### src/rtl/aes_cypher_uart_tx.sv
// UART 8N1 transmitter that sends one latched ciphertext as uppercase ASCII hex
// (MSB nibble first), followed by CR LF. TxD, busy and done are all registered.
module aes_cypher_uart_tx #(
  parameter int CYPHER_SIZE = 128,
  parameter int BAUD_DIV    = 5208,
  parameter int CONTER_BITS = 13
) (
  input  logic                   clk,
  input  logic                   rst,
  input  logic                   start,
  input  logic [CYPHER_SIZE-1:0] cypher_in,
  output logic                   busy,
  output logic                   done,
  output logic                   TxD,
  output logic [2:0]             o_dbg_state
);

  localparam int NCHAR = CYPHER_SIZE / 4 + 2;
  localparam int IDX_W = $clog2(NCHAR);
  localparam logic [CONTER_BITS-1:0] BAUD_LAST = CONTER_BITS'(BAUD_DIV - 1);
  localparam logic [IDX_W-1:0]       LAST_IDX  = IDX_W'(NCHAR - 1);
  localparam logic [IDX_W-1:0]       CR_IDX    = IDX_W'(NCHAR - 2);

  typedef enum logic [2:0] {
    IDLE      = 3'd0,
    START_BIT = 3'd1,
    DATA_BITS = 3'd2,
    STOP_BIT  = 3'd3,
    DONE      = 3'd4
  } state_t;

  state_t                   r_state;
  state_t                   w_next_state;
  logic [CYPHER_SIZE-1:0]   r_cypher;
  logic [7:0]               r_shift;
  logic [CONTER_BITS-1:0]   r_baud_cnt;
  logic [2:0]               r_bit_idx;
  logic [IDX_W-1:0]         r_char_idx;
  logic                     r_txd;
  logic                     r_busy;
  logic                     r_done;
  logic                     w_bit_end;
  logic                     w_in_frame;

  // ASCII for character idx: hex digits of c, then CR, then LF.
  function automatic logic [7:0] char_at(input logic [CYPHER_SIZE-1:0] c,
                                         input logic [IDX_W-1:0]       idx);
    logic [CYPHER_SIZE-1:0] sh;
    logic [3:0]             nib;
    logic [7:0]             ch;
    int                     pos;
    pos = (idx < CR_IDX) ? int'(idx) : 0;
    sh  = c << (4 * pos);
    nib = sh[CYPHER_SIZE-1 -: 4];
    if (nib < 4'd10) ch = {4'h3, nib};
    else             ch = 8'h37 + {4'h0, nib};
    if (idx == CR_IDX)   ch = 8'h0D;
    if (idx == LAST_IDX) ch = 8'h0A;
    return ch;
  endfunction

  assign w_bit_end   = (r_baud_cnt == BAUD_LAST);
  assign w_in_frame  = (r_state == START_BIT) || (r_state == DATA_BITS) ||
                       (r_state == STOP_BIT);
  assign busy        = r_busy;
  assign done        = r_done;
  assign TxD         = r_txd;
  assign o_dbg_state = r_state;

  always_ff @(posedge clk or negedge rst) begin
    if (!rst) r_state <= IDLE;
    else      r_state <= w_next_state;
  end

  always_comb begin
    w_next_state = r_state;
    case (r_state)
      IDLE:      if (start) w_next_state = START_BIT;
      START_BIT: if (w_bit_end) w_next_state = DATA_BITS;
      DATA_BITS: if (w_bit_end && (r_bit_idx == 3'd7)) w_next_state = STOP_BIT;
      STOP_BIT: begin
        if (w_bit_end) begin
          if (r_char_idx < LAST_IDX) w_next_state = START_BIT;
          else                       w_next_state = DONE;
        end
      end
      DONE:      w_next_state = IDLE;
      default:   w_next_state = IDLE;
    endcase
  end

  always_ff @(posedge clk or negedge rst) begin
    if (!rst) begin
      r_cypher   <= '0;
      r_shift    <= '0;
      r_baud_cnt <= '0;
      r_bit_idx  <= '0;
      r_char_idx <= '0;
      r_txd      <= 1'b1;
      r_busy     <= 1'b0;
      r_done     <= 1'b0;
    end else begin
      r_done <= 1'b0;
      if (w_in_frame) r_baud_cnt <= w_bit_end ? '0 : r_baud_cnt + CONTER_BITS'(1);
      case (r_state)
        IDLE: begin
          // Accept edge: the start bit goes out on this same edge.
          if (start) begin
            r_cypher   <= cypher_in;
            r_shift    <= char_at(cypher_in, '0);
            r_char_idx <= '0;
            r_bit_idx  <= '0;
            r_baud_cnt <= '0;
            r_txd      <= 1'b0;
            r_busy     <= 1'b1;
          end
        end
        START_BIT: begin
          if (w_bit_end) begin
            r_txd     <= r_shift[0];
            r_bit_idx <= '0;
          end
        end
        DATA_BITS: begin
          if (w_bit_end) begin
            if (r_bit_idx == 3'd7) begin
              r_txd <= 1'b1;
            end else begin
              r_txd     <= r_shift[1];
              r_shift   <= {1'b0, r_shift[7:1]};
              r_bit_idx <= r_bit_idx + 3'd1;
            end
          end
        end
        STOP_BIT: begin
          // Next start bit follows the stop bit with no idle gap.
          if (w_bit_end) begin
            if (r_char_idx < LAST_IDX) begin
              r_char_idx <= r_char_idx + IDX_W'(1);
              r_shift    <= char_at(r_cypher, r_char_idx + IDX_W'(1));
              r_txd      <= 1'b0;
            end else begin
              r_busy <= 1'b0;
              r_done <= 1'b1;
              r_txd  <= 1'b1;
            end
          end
        end
        default: ;
      endcase
    end
  end

endmodule

### config.mk
export PLATFORM = sky130hd
export DESIGN_NAME = aes_cypher_uart_tx
export DESIGN_NICKNAME = d
export VERILOG_FILES = /design/src/rtl/aes_cypher_uart_tx.sv
export SDC_FILE = /design/constraint.sdc
export NUM_CORES = 1
export LEC_CHECK = 0
export BUFFER_PORTS_ARGS = -buffer_cell sky130_fd_sc_hd__buf_4
export CORE_MARGIN = 2
export CORE_UTILIZATION = 57
export DETAILED_ROUTE_END_ITERATION = 16
export GPL_ROUTABILITY_DRIVEN = 0
export PLACE_DENSITY = 0.9
export SYNTH_ARGS = -nofsm -noshare
export SYNTH_HDL_FRONTEND = slang
export SYNTH_SLANG_ARGS = --single-unit
### constraint.sdc
create_clock -name clk -period 4.1 [get_ports clk]
set_input_delay 0.82 -clock clk [delete_from_list [all_inputs] [get_ports clk]]
set_output_delay 0.82 -clock clk [all_outputs]
set_load 0.005 [all_outputs]
==> results of run 1 <==
-- cell usage after synthesis (7+ instances only) --
cell type                  instances
sky130_fd_sc_hd__nor2b_1           8
sky130_fd_sc_hd__dfrtp_1         162
sky130_fd_sc_hd__and3_1            9
sky130_fd_sc_hd__nand3_1          18
sky130_fd_sc_hd__o21ai_0          26
sky130_fd_sc_hd__nand4_1          10
sky130_fd_sc_hd__mux2i_1          16
sky130_fd_sc_hd__clkbuf_1         35
sky130_fd_sc_hd__o21ai_1           7
sky130_fd_sc_hd__ha_1              8
sky130_fd_sc_hd__nand2_1         447
sky130_fd_sc_hd__a31oi_1          13
sky130_fd_sc_hd__xor2_1            8
sky130_fd_sc_hd__a21oi_1          29
sky130_fd_sc_hd__a211oi_1         12
sky130_fd_sc_hd__mux2_2            9
sky130_fd_sc_hd__buf_2            12
sky130_fd_sc_hd__inv_1            13
sky130_fd_sc_hd__nor3_1           12
sky130_fd_sc_hd__xnor2_1          10
sky130_fd_sc_hd__nor2_1           44
-- final timing paths --
| path | from | slack [ns] | end |
|---|---|---|---|
| worst min register to register | busy | 0.48 | busy |
| worst max register to register | r_char_idx[1] | 0.21 | r_shift[6] |
| worst max-delay path | r_char_idx[1] | 0.21 | r_shift[6] |
| min in group clk | busy | 0.48 | busy |
| worst min-delay path | rst | 0.34 | r_baud_cnt[10] |
| max in group asynchronous | rst | 2.91 | r_cypher[20] |
-- routing by layer --
metal	up-vias	GRT usage (%)
li1	3710	-
met1	3791	39.8
met2	477	50.6
met3	122	6.54
met4	0	17.9
met5	-	0
-- repair_timing --
item                       CTS  global route
hold buffers                 0             0
setup endpoints to repair    0             1
gates resized for setup      0             1
-- sequential cells by signal, indices dropped and copies added (netlist names) --
name         cells
TxD              1
r_bit_idx        3
r_cypher       128
r_baud_cnt      13
r_char_idx       6
done             1
r_shift          7
o_dbg_state      3
busy             1
-- where the power goes --
group | total (mW) | switching, mW | internal [mW]
Sequential | 2.86 | 0.562 | 2.29
Combinational | 1.76 | 1.04 | 0.721
Clock | 1.51 | 0.696 | 0.810
Total | 6.12 | 2.29 | 3.83
-- area by class of cell --
type                       instances  area [sq um]  area share [%]
multi-input combinational        795          4200            40.7
clock buffer                      18           439            4.25
timing repair buffer             154          1210            11.7
tap                              184           230            2.23
inverter                          13          48.8           0.472
clock inverter                    14           119            1.15
sequential                       163          4080            39.5
-- cell families (layout without fill, tap and decap cells) --
group	Yosys count	count (layout)	synth area share [%]
AND/OR/NAND/NOR	583	583	28.2
multiplexers	31	31	4.61
flip-flops	163	163	47.5
buffers and inverters	74	199	3.89
AO/OA/AOI/OAI	155	155	12.8
adder cells (fa/ha/maj)	8	8	1.16
XOR/XNOR	18	18	1.83
-- metrics by stage --
step / setup WS (ns) / hold WS [ns] / power (mW)
floorplan: 1.08 / 0.437 / 3.84
global placement: 0.559 / 0.453 / 4.44
detailed placement: 0.390 / 0.463 / 4.55
CTS: 0.347 / 0.350 / 6.09
global route: 0.00192 / 0.376 / 6.47
finish: 0.209 / 0.343 / 6.12
==> run summary, run 1 <==
The first-pass GRT wire length is 39,900 um. The number of DRC markers in iteration 0 came out at 890. The run finished with clean final reports. The placement row count is 44. The amount of wire on met3 after detailed routing came out at 1950 um. The initial antenna violation count came out at 0. The static power due to leakage came out at 5.14 nW. The final worst-path cycle share came out at 94.9%. The worst-case vdd ir drop is 0.000383 V. The detail route stage leaves a number of antenna-violating nets equal to 0. The time the final worst path needs with I/O delays and setup is 3.89 ns. The synthesized design spends more area on one cell type than any other, namely sky130_fd_sc_hd__dfrtp_1.

For this design, the sink count on the clock tree is 163. The number of distinct library cells after synthesis is 82. The number of DRC violations after detailed routing is 0. The number of primary I/O pins is 137. The arrival time of data at the critical path endpoint is 4.26 ns. In the synthesized netlist, the number of instances is 1,032. TritonCTS built the clock tree.

The HPWL after detailed placement is 17,100 um. The cell sitting at the root of the clock tree is a sky130_fd_sc_hd__clkbuf_16. On the critical path the largest part of the delay comes from simple AND/OR/NAND/NOR gates. In this run the tightest slew margin relative to its limit is 48.0%. The most instantiated flip-flop cell in the synthesis netlist is sky130_fd_sc_hd__dfrtp_1. Traced cell by cell, the critical path runs through and3_1, a21oi_4, nor2_1, a2111oi_0, a31oi_1, o2111a_1, a211oi_2, ha_1, nor3_1, o21ai_1, o211ai_1, o21a_1. The netlist area before placement came out at 8600 sq um. For this run, the number of Yosys warnings is 0. The number of clock buffers inserted by TritonCTS is 17. The via-per-instance ratio is 6.04.

The fraction of final layout cells sized beyond drive strength 1 is 19.5%. The via count of the first global-routing pass is 7,946. The fraction of the yosys area taken by sequential cells is 47.5%. The number of input and output port buffers inserted came out at 136. The worst min-delay path category is input pin to asynchronous set/reset pin. The endpoint class of the critical path is a register. Sorting the synthesized cells by area gives the leading types as sky130_fd_sc_hd__dfrtp_1, sky130_fd_sc_hd__nand2_1, sky130_fd_sc_hd__nor2_1. Of all nets on the critical path, the largest fanout is 17.

The routed length per instance is 18.2 um. The number of hold-slack violations in the final timing report is 0. The number of H-tree levels is 4.

The fraction of registers with async set or reset after synthesis came out at 100%. The area of the placeable core is 14,600 sq um. The aggregate routed wire length came out at 24,400 um. The vertical extent of the die is 127 um.

The summed area of non-filler cells in the final layout is 10,300 sq um. The most common cell after layout, fill and taps aside is sky130_fd_sc_hd__nand2_1. The actual slew at the worst max-slew pin came out at 0.761 ns.

The critical path depth in cells came out at 12. Summed over all failing endpoints, the final setup total negative slack is 0 ns. The utilization after layout is 70.5%. Clock-pin slew was measured on the worst setup and hold paths at 0.07 ns. On the worst path, the slowest cell contributes a delay of 0.74 ns. The post-CTS setup-driven buffer insertion count is 0. The final setup violation count is 0. The worst-case reg-to-reg path depth is 12.

The via count is 8,100. The die outline area came out at 16,100 sq um. STA classifies the critical path startpoint as a register. Among all stages on the critical path, the largest delay is contributed by sky130_fd_sc_hd__and3_1. The number of enable-type register cells in the synthesized netlist came out at 0.

For the worst-skew pair, the clock arrives at the later sink with an insertion delay of 0.44 ns. The number of placed cells counting well taps is 1,309. The filler cell count in the final layout is 1,102.

The critical path is of the register to register type. The buffer levels on the longest clock path came out at 2. The count of antenna diodes in the layout is 0. The critical path contains buffers and inverters numbering 0 combined. The post-synth net total is 1,171. The total routing usage reported by global routing came out at 31.4%. The horizontal die dimension came out at 127 um.

Routed signal wires occupy layers up through met4. The max-cap check violation count is 0. The top cell types in the final layout, fill and taps aside, are sky130_fd_sc_hd__nand2_1, sky130_fd_sc_hd__dfrtp_1, sky130_fd_sc_hd__buf_4. The layout-stage area growth over the synthesis result came out at 20.1%.

The final cell count without fillers came out at 1,341. The post-route clock skew came out at 0.0103 ns. The number of iterations in the first detailed-routing pass is 7.

The placement-stage cell area is 9770 sq um. The fmax came out at 0.257 GHz. Power spread over the standard cell area amounts to 592 nW/um^2. The met2 layer wire length in the routed design is 11,500 um. The maximum number of pins on one net before global-route repair came out at 76. Setup repair after global routing left no endpoint under its margin. The number of pins exceeding their max-slew limit in the final report was 0. The detailed router put a total of 9380 um of wire on met1. The synthesized area per cell is 8.33 sq um. The worst path required time came out at 4.47 ns. The flop and latch count out of synthesis came out at 163.

The proportion of netlist area held by the largest area contributor is 47.1%. The number of nets in the layout came out at 1,283. The total overflow reported by the global router came out at 0.

The starting density of the core is 58.7%.
Note: power is estimated with default switching activity, not from simulation.
==> run 2: changes to the inputs <==
Settings changed: CORE_ASPECT_RATIO from default to 1.75, CORE_UTILIZATION 57 to 52, PLACE_DENSITY 0.9 to 0.87.
Clock period 4.1 ns to 3.24 ns, I/O delays scaled along.
==> run 2 against run 1 <==
- the run now ends with setup timing left
- sequential cell count is the same
- non-clock buffer count grew 49
- largest cell class unchanged
- register-to-register slack lost 0.36 ns
- combinational power grew 34%
- routed wire length grew 18%
==> run summary, run 2 (same netlist as run 1, synthesis figures left out) <==
The detailed-placement wirelength estimate is 18,600 um (+8.7%). The arrival time of data at the critical path endpoint is 3.69 ns (-0.57 ns). The maximum number of pins on one net before global-route repair is 86 (+13%). The area of the placeable core was 16,300 sq um (+11%). The placement-stage cell area came out at 10,000 sq um (+2.8%). The initial antenna violation count was 0 (unchanged). The CTS tree is built. The run finished, with violations left.

By instance count, the cell type seen most on the critical path is sky130_fd_sc_hd__buf_4. The final worst-path cycle share is 105% (+9.7 points). The checks that failed: setup timing.

The number of primary I/O pins came out at 137 (unchanged). The total overflow reported by the global router is 0 (unchanged). The number of clock buffers inserted by TritonCTS came out at 17 (unchanged). The time the final worst path needs with I/O delays and setup came out at 3.39 ns (-0.501 ns). The post-layout worst setup margin was -0.150 ns (-0.359 ns). The first-pass GRT wire length is 42,700 um (+7.2%). The largest registers in the layout are r_cypher: 128 flops, r_baud_cnt: 13 flops, r_shift: 7 flops. The reg-to-reg setup timing slack was -0.15 ns (-0.36 ns).

The number of nets still failing antenna checks after routing came out at 0 (unchanged). STA classifies the critical path startpoint as a register. The placement row count is 62 (+41%).

The power density over the cells came to 739 nW/um^2 (+25%). The die outline area is 17,600 sq um (+9.6%). The critical-path maximum fanout is 7 (-10). The via count of the first global-routing pass is 8,434 (+6.1%). The aggregate routed wire length is 28,700 um (+18%).

The summed area of non-filler cells in the final layout came out at 11,000 sq um (+6.1%). The worst hold slack across all endpoints is 0.138 ns (-0.205 ns). The worst-case vdd ir drop is 0.000418 V (+9.2%). The number of placed cells counting well taps came out at 1,352 (+3.3%). The total routing usage reported by global routing came out at 31.6% (+0.18 points). The critical path's slowest cell is sky130_fd_sc_hd__dfrtp_2. The count of antenna diodes in the layout is 0 (unchanged). The actual slew at the worst max-slew pin is 0.659 ns (-0.102 ns). The number of input and output port buffers inserted came out at 136 (unchanged).

The via count came out at 8,627 (+6.5%). The worst path required time was 3.54 ns (-0.93 ns). The max-cap check violation count came out at 0 (unchanged). The horizontal die dimension came to 101 um (-20%).

The setup path with the least slack is of type register to register. The delay contributed by the slowest stage of the critical path came out at 0.49 ns (-0.25 ns). The clock tree root driver cell is sky130_fd_sc_hd__clkbuf_16. The vertical extent of the die was 174 um (+37%). The post-route clock skew is 0.00840 ns (-0.00192 ns). The final total negative setup slack came out at -0.494 ns (-0.494 ns). The relative slew slack is 55.6% (+7.7 points).

The cts-stage hold buffer count was 0 (unchanged). The number of DRC violations after detailed routing is 0 (unchanged). The buffer levels on the longest clock path is 2 (unchanged). The register with the most flip-flops in the final layout is r_cypher. The worst min-delay path category is input pin to asynchronous set/reset pin.

The worst setup path is captured at a register. The via-per-instance ratio came to 6.17 (+2.2%). The final setup violation count is 5 (+5). The number of nets in the layout is 1,332 (+3.8%). The static power due to leakage is 5.43 nW (+5.5%).

The number of DRC markers in iteration 0 was 1,281 (+44%). The flip-flop count of the largest register, all copies and words added came out at 128 (unchanged). The fraction of final layout cells sized beyond drive strength 1 is 24.8% (+5.3 points).

The layout-stage area growth over the synthesis result is 27.4%. The fmax is 0.295 GHz (+15%). The most common cell after layout, fill and taps aside is sky130_fd_sc_hd__nand2_1. The number of hold-slack violations in the final timing report came out at 0 (unchanged).

The total power came out at 8.10 mW (+32%). The routed length per instance was 20.5 um (+13%). The starting density of the core is 52.8% (-5.9 points).

The clock latency on the worst-skew pair is 0.43 ns (about the same). The number of pins exceeding their max-slew limit in the final report was 0 (unchanged). The worst-case reg-to-reg path depth came out at 12 (unchanged). The number of sinks on the clock net came out at 163 (unchanged).

In the layout the commonest cells are sky130_fd_sc_hd__nand2_1, sky130_fd_sc_hd__buf_4, sky130_fd_sc_hd__dfrtp_1. The signal on the critical path passes through buf_6, nand3_4, buf_4, o21ai_2, nor2_2, buf_4, nor4_1, a211oi_1, o32ai_2, o21ai_1, nor4bb_1, nor3_2. The clock transition at the registers of the reported paths is 0.06 ns (about the same). The number of H-tree levels is 4 (unchanged). The final cell count without fillers was 1,398 (+4.3%). The number of iterations in the first detailed-routing pass came out at 9 (+2).
==> run 2: where the power goes <==
group / switching (mW) / internal [mW] / total, mW / leakage (nW)
clock network: 0.908 / 1.26 / 2.17 / 0.308
registers: 0.668 / 2.90 / 3.57 / 2.03
logic: 1.39 / 0.964 / 2.36 / 3.09
==> run 2: area by class of cell <==
| type | count | area (sq um) |
|---|---|---|
| fillers | 1195 | 5330 |
| multi-input cells | 795 | 4350 |
| flip-flops and latches | 163 | 4090 |
| repair buffers | 203 | 1600 |
| clock buffers | 18 | 439 |
| well taps | 192 | 240 |
| clock inverters | 14 | 194 |
| inverters | 13 | 48.8 |
==> run 2: through the flow <==
stage / utilization [%] / setup WS, ns
final: 67.3 / -0.150
after global routing: 67.3 / -0.289
after CTS: 65.7 / 0.0282
after detailed placement: 61.6 / 0.0225
after global placement: 61.6 / 0.162
after floorplan: - / 0.218
==> run 2: final timing paths <==
path,to,from
max,r_shift[0],r_char_idx[0]
min,r_cypher[43],rst
max reg2reg,r_shift[0],r_char_idx[0]
min reg2reg,TxD,TxD
max in group asynchronous,TxD,rst
min in group clk,r_cypher[4],cypher_in[4]
==> run 2: worst max-delay path, delay by kind of cell (launching register included) <==
family	cells	cell delay [ns]
buffers and inverters	3	0.58
AOI/OAI and AO/OA	4	0.98
DFF	1	0.49
and+or+nand+nor	5	1.22
==> run 2: metal layers <==
layer	vias up	GRT usage [%]	wire length, um
met5	-	0	38
met4	2	22.8	2660
met3	215	6.76	2510
met2	607	51.7	14000
met1	4001	35.8	9440
li1	3802	-	-
==> run 2: timing repair <==
item                                    4_1_cts  5_1_grt
resized for setup                             4       35
hold endpoints to repair                      0        0
pin swaps                                     0       13
endpoints found under the setup margin        3        7
buffers inserted                              0       14
cloned                                        0        0
==> run 3: changes to the inputs <==
Settings changed: GPL_ROUTABILITY_DRIVEN 0 to 1, PLACE_DENSITY 0.87 to default, PLACE_DENSITY_LB_ADDON from default to 0.2.
Clock period 3.24 ns to 3 ns, I/O delays scaled along.
==> run 3 against run 2 <==
- the run still ends with setup timing left
- clock power is essentially flat
- non-clock buffer count rose by 55
- total power rose by 5.3%
- critical path type unchanged
- critical endpoint is now r_shift[6]
==> run summary, run 3 (same netlist as run 1, synthesis figures left out) <==
The number of iterations in the first detailed-routing pass is 6 (-3). The detailed-placement wirelength estimate is 19,800 um (+6.4%). The flip-flop count of the largest register, all copies and words added was 128 (unchanged). The relative slew slack came to 51.2% (-4.4 points). The worst setup path category is register to register. The placement row count came out at 62 (unchanged). The number of nets still failing antenna checks after routing came out at 0 (unchanged). The worst-case reg-to-reg path depth came out at 13 (+1).

The flow ran to the end, but the final reports show violations. In the layout the commonest cells are sky130_fd_sc_hd__nand2_1, sky130_fd_sc_hd__buf_4, sky130_fd_sc_hd__dfrtp_1. The number of DRC markers in iteration 0 is 478 (-63%).

The buffers plus inverters on the worst setup path is 4 (+1). The via count of the first global-routing pass is 8,294 (-1.7%). Setup repair after global routing could not meet its margin everywhere. The power density over the cells is 743 nW/um^2 (+0.52%). The worst-case vdd ir drop is 0.000475 V (+14%). The cts-stage hold buffer count came out at 0 (unchanged). The final total negative setup slack is -0.0291 ns (+0.465 ns). The count of antenna diodes in the layout is 0 (unchanged). The number of clock buffers inserted by TritonCTS came out at 17 (unchanged).

In this run the critical register-to-register path is captured at r_shift[6]. The time the final worst path needs with I/O delays and setup came out at 3.03 ns (-0.361 ns). The vertical extent of the die came out at 174 um (unchanged). The critical path goes through inv_2, ha_4, buf_4, buf_6, or4_4, o31ai_2, nor4_2, a211oi_2, o32ai_4, buf_4, o21ai_1, o211ai_1, o21a_1. The actual slew at the worst max-slew pin came out at 0.727 ns (+0.0686 ns). TritonCTS built the clock tree. The number of DRC violations after detailed routing came out at 0 (unchanged). The reg-to-reg setup timing slack was -0.03 ns (+0.12 ns). The worst setup path is captured at a register. The arrival time of data at the critical path endpoint was 3.34 ns (-0.35 ns). The static power due to leakage is 5.69 nW (+4.9%). Clock tree synthesis selected as its root buffer the cell sky130_fd_sc_hd__clkbuf_16. The largest registers in the layout are r_cypher: 128 flops, r_baud_cnt: 13 flops, r_shift: 7 flops. The final setup violation count was 1 (-4). The fmax came out at 0.330 GHz (+12%). The final worst-path cycle share is 101% (-3.7 points).

For this design, the slowest cell found on the critical path is sky130_fd_sc_hd__or4_4. The via count was 8,175 (-5.2%). The checks that failed: setup timing. The number of hold-slack violations in the final timing report is 0 (unchanged). The worst path required time came out at 3.32 ns (-0.22 ns). The number of nets in the layout is 1,387 (+4.1%). The post-layout worst setup margin came out at -0.0291 ns (+0.121 ns). The maximum number of pins on one net before global-route repair came out at 129 (+50%). The number of primary I/O pins came out at 137 (unchanged). The aggregate routed wire length is 26,900 um (-6.2%). The critical-path maximum fanout is 7 (unchanged). The via-per-instance ratio is 5.63 (-8.8%). The total routing usage reported by global routing came out at 31.3% (-0.35 points). The buffer levels on the longest clock path came out at 2 (unchanged). The post-route clock skew was 0.0109 ns (+0.00250 ns).

The area of the placeable core was 16,300 sq um (unchanged). The number of sinks on the clock net came out at 163 (unchanged). The setup slack after placement is -0.219 ns (-0.242 ns). The placer congestion estimate is 1.00. The die outline area came to 17,600 sq um (unchanged). The starting density of the core was 52.8% (unchanged). The clock transition at the registers of the reported paths came out at 0.07 ns (about the same). The number of pins exceeding their max-slew limit in the final report came out at 0 (unchanged).

The number of input and output port buffers inserted was 136 (unchanged). The worst setup path is launched from a register. The initial antenna violation count is 0 (unchanged). The horizontal die dimension is 101 um (unchanged). The delay contributed by the slowest stage of the critical path is 0.53 ns (+0.04 ns).

In this run the worst setup path begins at r_char_idx[0]. The number of H-tree levels is 4 (unchanged). Ranked by flip-flop count, first place goes to r_cypher. The cell class contributing the biggest share of worst-path delay is compound AO/OA/AOI/OAI gates. The max-cap check violation count is 0 (unchanged). The most common cell after layout, fill and taps aside is sky130_fd_sc_hd__nand2_1. The first-pass GRT wire length is 42,200 um (-1.3%). The clock latency on the worst-skew pair came out at 0.43 ns (about the same). The total overflow reported by the global router came out at 0 (unchanged). The worst hold path belongs to the class input pin to asynchronous set/reset pin.

The fraction of final layout cells sized beyond drive strength 1 came out at 28.9% (+4.2 points). The routed length per instance is 18.5 um (-9.8%). Among the stages of the critical path, the cell type that occurs most often is sky130_fd_sc_hd__buf_4. The layout-stage area growth over the synthesis result is 33.5%.

The launch point of the worst reg-to-reg path is r_char_idx[0].
[run 3: cell types whose count changed in the layout (fill, tap and decap cells not counted), sizes merged]
cell	before	now
clkbuf	18	22
inv	18	14
clkinv	5	4
bufinv	3	1
clkinvlp	1	4
buf	203	258
[run 3: cell type report]
cell class              count  area, sq um
multi-input cells         795         4490
clock inverters            10          100
flip-flops and latches    163         4080
clock buffers              22          474
fillers                  1365         4810
repair buffers            258         2050
well taps                 192          240
inverters                  13         48.8
[run 3: worst max path at each step]
stage	end	slack, ns	cells past startpoint
final	r_shift[6]	-0.03	13
after global routing	r_shift[6]	-0.14	13
after CTS	r_shift[6]	-0.02	15
after detailed placement	r_shift[6]	-0.22	13
after global placement	r_shift[6]	-0.17	13
after floorplan	r_shift[6]	0.03	15
[run 3: metal layers]
| metal | up-vias | share of wire (%) | global-route usage (%) |
|---|---|---|---|
| met4 | 0 | 4.5 | 14.7 |
| met2 | 273 | 54 | 56.0 |
| met3 | 70 | 4.1 | 3.98 |
| met5 | - | 0 | 0 |
| met1 | 3914 | 37 | 36.2 |
| li1 | 3918 | - | - |
[run 3: stage by stage]
step / instances / instance area [sq um] / util, % / total power, mW / hold WS [ns]
final: 1453 / 11500 / 70.5 / 8.53 / 0.115
after global routing: 1453 / 11500 / 70.5 / 9.08 / 0.139
after CTS: 1444 / 11200 / 68.8 / 8.42 / 0.126
after detailed placement: 1407 / 10500 / 64.2 / 6.20 / 0.460
after global placement: 1407 / 10500 / 64.2 / 6.12 / 0.453
after floorplan: 1032 / 8600 / - / 5.25 / 0.304
[run 3: timing repair]
| action | in CTS | in global routing |
|---|---|---|
| endpoints found under the setup margin | 7 | 7 |
| resized for setup | 28 | 46 |
| pin swaps | 16 | 21 |
| setup buffers | 5 | 10 |
[run 3: power by group]
| part | internal (mW) | switching, mW | total [mW] |
|---|---|---|---|
| combinational | 1.12 | 1.43 | 2.54 |
| clock | 1.21 | 0.929 | 2.14 |
| sequential | 3.14 | 0.703 | 3.84 |
